File: config.mk
export PLATFORM = sky130hd
export DESIGN_NAME = prim_encoder_8to3_seq
export DESIGN_NICKNAME = d
export VERILOG_FILES = /design/src/rtl/prim_encoder_8to3_seq.sv
export SDC_FILE = /design/constraint.sdc
export NUM_CORES = 1
export LEC_CHECK = 0
export BUFFER_PORTS_ARGS = -buffer_cell sky130_fd_sc_hd__buf_2
export CAP_MARGIN = 20
export CORE_AREA = 2 2 39 41
export CTS_BUF_LIST = sky130_fd_sc_hd__clkbuf_4
export DETAILED_ROUTE_END_ITERATION = 10
export DIE_AREA = 0 0 41 43
export MAX_ROUTING_LAYER = met4
export PLACE_DENSITY = 0.75
export SYNTH_ARGS = -nofsm -noshare
export SYNTH_HDL_FRONTEND = slang
export SYNTH_SLANG_ARGS = --single-unit
export TNS_END_PERCENT = 10
File: constraint.sdc
create_clock -name i_clk -period 1.8 [get_ports i_clk]
set_clock_uncertainty 0.1 [all_clocks]
set_input_delay 0 -clock i_clk [delete_from_list [all_inputs] [get_ports i_clk]]
set_output_delay 0 -clock i_clk [all_outputs]
set_load 0.05 [all_outputs]
File: src/rtl/prim_encoder_8to3_seq.sv
// Sequential 8-to-3 encoder: accepts a multi-hot request vector and walks it,
// returning the binary index of every set bit, one beat per index, in
// priority order over a valid/ready handshake.
module prim_encoder_8to3_seq #(
  parameter int IDX_W        = 3,
  parameter bit PRIORITY_LSB = 1'b1
) (
  input  logic                  i_clk,
  input  logic                  i_rst_n,
  input  logic                  i_req_vld,
  input  logic [(1<<IDX_W)-1:0] i_req,
  output logic                  o_req_rdy,
  output logic                  o_idx_vld,
  output logic [IDX_W-1:0]      o_idx,
  output logic                  o_last,
  input  logic                  i_idx_rdy,
  output logic                  o_zero
);

  localparam int N = 1 << IDX_W;
  localparam logic [N-1:0] ONE = N'(1);

  typedef enum logic {
    ST_IDLE = 1'b0,
    ST_EMIT = 1'b1
  } state_e;

  state_e         state_q, state_d;
  logic [N-1:0]   pend_q,  pend_d;
  logic           zero_q,  zero_d;

  logic [IDX_W-1:0] enc_idx;
  logic             enc_last;

  // Priority-encode the pending mask; the last hit in scan order wins.
  always_comb begin
    // NOTE: every signal driven here gets a default first so no latch is inferred.
    enc_idx = '0;
    if (PRIORITY_LSB) begin
      for (int i = N - 1; i >= 0; i--) begin
        if (pend_q[i]) enc_idx = IDX_W'(i);
      end
    end else begin
      for (int i = 0; i < N; i++) begin
        if (pend_q[i]) enc_idx = IDX_W'(i);
      end
    end
    enc_last = ((pend_q & (pend_q - ONE)) == '0);
  end

  // Next-state logic: accept a vector in IDLE, retire one index per handshake in EMIT.
  always_comb begin
    state_d = state_q;
    pend_d  = pend_q;
    zero_d  = 1'b0;
    unique case (state_q)
      ST_IDLE: begin
        if (i_req_vld) begin
          if (|i_req) begin
            pend_d  = i_req;
            state_d = ST_EMIT;
          end else begin
            zero_d = 1'b1;
          end
        end
      end
      ST_EMIT: begin
        if (i_idx_rdy) begin
          pend_d = pend_q & ~(ONE << enc_idx);
          if (enc_last) state_d = ST_IDLE;
        end
      end
      default: state_d = ST_IDLE;
    endcase
  end

  // State registers with synchronous active-low reset.
  always_ff @(posedge i_clk) begin
    // NOTE: sequential state uses non-blocking assignments so all flops update together.
    if (!i_rst_n) begin
      state_q <= ST_IDLE;
      pend_q  <= '0;
      zero_q  <= 1'b0;
    end else begin
      state_q <= state_d;
      pend_q  <= pend_d;
      zero_q  <= zero_d;
    end
  end

  // Outputs decode registered state; o_req_rdy is additionally held low during reset.
  always_comb begin
    o_req_rdy = i_rst_n && (state_q == ST_IDLE);
    o_idx_vld = (state_q == ST_EMIT);
    o_idx     = o_idx_vld ? enc_idx : '0;
    o_last    = o_idx_vld && enc_last;
    o_zero    = zero_q;
  end

endmodule
==> summary.txt <==
Route
  – Vias per cell: 5.85
  – Wirelength per Cell: 14.5 um
  – Routed Antenna Nets: 0
  – Total number of vias: 795
  – Drt drc: 0
  – Detailed Route Iter0 Violations: 32
  – DR pass1 iterations: 4
  – Total wire length: 1.97 mm

Flow run
  – MaxCap Viol Count: 0

Global route
  – Vias in the first global route: 658
  – Tot GR Track Use: 0.257
  – Largest net degree at the start of global routing: 13
  – Global-route wire length before repair: 2.98 mm
  – Initial antenna violation count: 0
  – GR Overflow Total: 0

Pwr
  – P_sw: 254 uW
  – Reg power frac: 0.384
  – PD cells: 702 mW/mm^2
  – Peak supply drop: 503 uV
  – LEAKAGE: 0.000384 uW
  – Clock group share of total power: 0.241
  – Logic pwr share: 0.375
  – Switching part of the total: 0.372
  – Power Internal: 429 uW

Worst setup path
  – Setup CP Type: flop to output pin
  – Setup crit end kind: output pin
  – Startpoint types: flop
  – Crit-path cells: buf_4 -> a211oi_1 -> o21ai_0 -> a21oi_1 -> a21o_1 -> and2_1 -> buf_6
  – Highest net fanout along the worst path: 7
  – CP bufs+invs: 2
  – CP top delay family: compound AO/OA/AOI/OAI gates
  – Worst Path Required: 1.70 ns
  – Delay of the slowest critical-path stage: 0.34 ns
  – Slowest-stage cell, CP: dfxtp_1
  – Arrival @ worst endpoint: 1.70 ns

Hold path
  – Tightest Hold Check Type: primary input to flop

STA
  – Final worst slack: -0.00394 ns
  – Worst-Margin Slew: 0.324 ns
  – RSZ-0062 raised after global routing: yes
  – Final setup fails: 1
  – Min cycle time layout: 1.80 ns
  – FMAX: 554 MHz
  – Slew Limit Fails: 0
  – Hold violation total from the final report: 0
  – Relative slew slack: 0.783
  – Setup TNS Final: -0.00394 ns
  – Period utilization: 1.00

Yosys
  – Gate Count Post-Synth: 87
  – Seq/Total Area, Yosys: 0.308
  – Yosys reg bits: 10
  – Synth unique cells: 32
  – Mapped cell area: 649 sq um
  – Syn_area_per_cell: 7.46 sq um
  – Post-synth net total: 99
  – Asr flop ratio synth: 0
  – Yosys warnings: 0
  – Synth Flop Type: dfxtp_1
  – Post-synth EDFFs: 0

CTS
  – Num Clock Sinks: 10
  – CTS max path bufs: 2
  – CTS clk-pin slew, worst paths: 0.07 ns
  – CTS tree: done
  – H-tree depth: 1
  – Num CTS Buffers: 3
  – Root Driver: clkbuf_4
  – Clk_lat worst skew: 0.27 ns

Floorplan
  – # rows: 14
  – Vert. Die Dim: 43 um
  – Die area: 0.00176 sq mm
  – Die width: 41 um
  – Core Area: 0.00138 sq mm
  – Starting density of the core: 0.469
  – IO Pins: 19

Finish
  – Most frequent cells in the layout: 15 x buf_2, 10 x nor2_1, 9 x dlygate4sd3_1, 8 x a21oi_1, 7 x buf_4
  – Antenna diodes: 0
  – Layout Cells excl Fill: 136
  – Most common cell after layout, fill and taps aside: buf_2
  – Util after Layout: 0.703
  – Nets: 133
  – P&R area growth vs syn: 49.7%
  – Share of layout cells above drive strength 1: 0.358

Placed design
  – Number of port buffers: 18
  – Placed cells: 120
  – Post-DP HPWL: 1.31 mm
  – Global placement routability congestion: 0.870

Outcome
  – Violated checks: setup timing
  – Status: finished with violations
## synth_stat cells (2+ instances only)
| library cell | number | area, sq um |
|---|---|---|
| a211oi_1 | 4 | 30.0 |
| a21oi_1 | 8 | 40.0 |
| a31oi_1 | 2 | 12.5 |
| and2_1 | 3 | 18.8 |
| buf_2 | 2 | 10.0 |
| clkbuf_1 | 3 | 11.3 |
| dfxtp_1 | 10 | 200 |
| inv_1 | 2 | 7.51 |
| nand2_1 | 5 | 18.8 |
| nand2b_1 | 2 | 12.5 |
| nand3_1 | 3 | 15.0 |
| nor2_1 | 12 | 45.0 |
| nor2b_1 | 2 | 12.5 |
| nor4_1 | 2 | 12.5 |
| o211ai_1 | 3 | 22.5 |
| o21ai_0 | 5 | 25.0 |
| o21ai_1 | 2 | 10.0 |
| or4_4 | 3 | 33.8 |
## cell type report
cell class | instances | area [sq um]
tap | 16 | 20.0
multi-input combinational | 69 | 458
clock buffer | 3 | 22.5
fill | 115 | 412
timing repair buffer | 34 | 251
sequential | 10 | 205
inverter | 3 | 11.3
clock inverter | 1 | 3.75
## worst reg2reg max path: stages, from the launching register on
cell and delay, ns:
dfxtp_1 0.36, or4_4 0.59, nor2_4 0.14, nand2_1 0.06
o211ai_1 0.16, a21oi_1 0.08
## sequential cells by signal (all words and copies together) (netlist names)
signal and count:
o_idx_vld 1, o_zero 1, pend_q 8
## metrics by stage
| step | hold WS [ns] | cell area [sq um] | worst slack [ns] | power, uW |
|---|---|---|---|---|
| after global placement | 0.145 | 773 | 0.134 | 462 |
| final | 0.0589 | 972 | -0.00394 | 683 |
| after CTS | 0.0607 | 922 | 0.00325 | 661 |
| after global routing | 0.0918 | 972 | -0.0858 | 719 |
| after detailed placement | 0.158 | 773 | 0.115 | 465 |
| after floorplan | 0.00734 | 654 | 0.0464 | 402 |
## routing by layer
layer,routed length (um),GRT usage,share of wire,vias to the layer above
li1,-,-,-,392
met1,839,0.326,0.43,374
met2,1000,0.394,0.51,29
met3,125,0.0942,0.064,0
met4,0,0.0333,0,0
met5,0,-,0,-
## power by group through the flow
stage               registers [uW]  logic, uW  clock network [uW]
floorplan                      260        143                   0
global placement               261        201                   0
detailed placement             262        203                   0
CTS                            260        230                 170
global route                   265        276                 178
finish                         262        256                 165
## logic make-up after synthesis
group | after synthesis | synth area share
and+or+nand+nor | 36 | 0.299
DFF | 10 | 0.308
buffers and inverters | 8 | 0.0501
AOI/OAI and AO/OA | 33 | 0.343
## final timing paths
kind | from | to | slack [ns] | cells past startpoint
setup / recovery | pend_q[4] | o_last | -0.004 | 7
hold / removal | i_req[6] | pend_q[6] | 0.06 | 5
setup reg to reg | pend_q[3] | pend_q[7] | 0.18 | 5
hold reg to reg | pend_q[0] | pend_q[0] | 0.44 | 2
## repair_timing
item | 4_1_cts | 5_1_grt
endpoints found under the setup margin | 2 | 8
endpoints found under the hold margin | 9 | 0
gates resized for setup | 10 | 7
pin swaps | 0 | 2
setup buffers | 0 | 3
hold buffers | 9 | 0
Note: power is estimated with default switching activity, not from simulation.
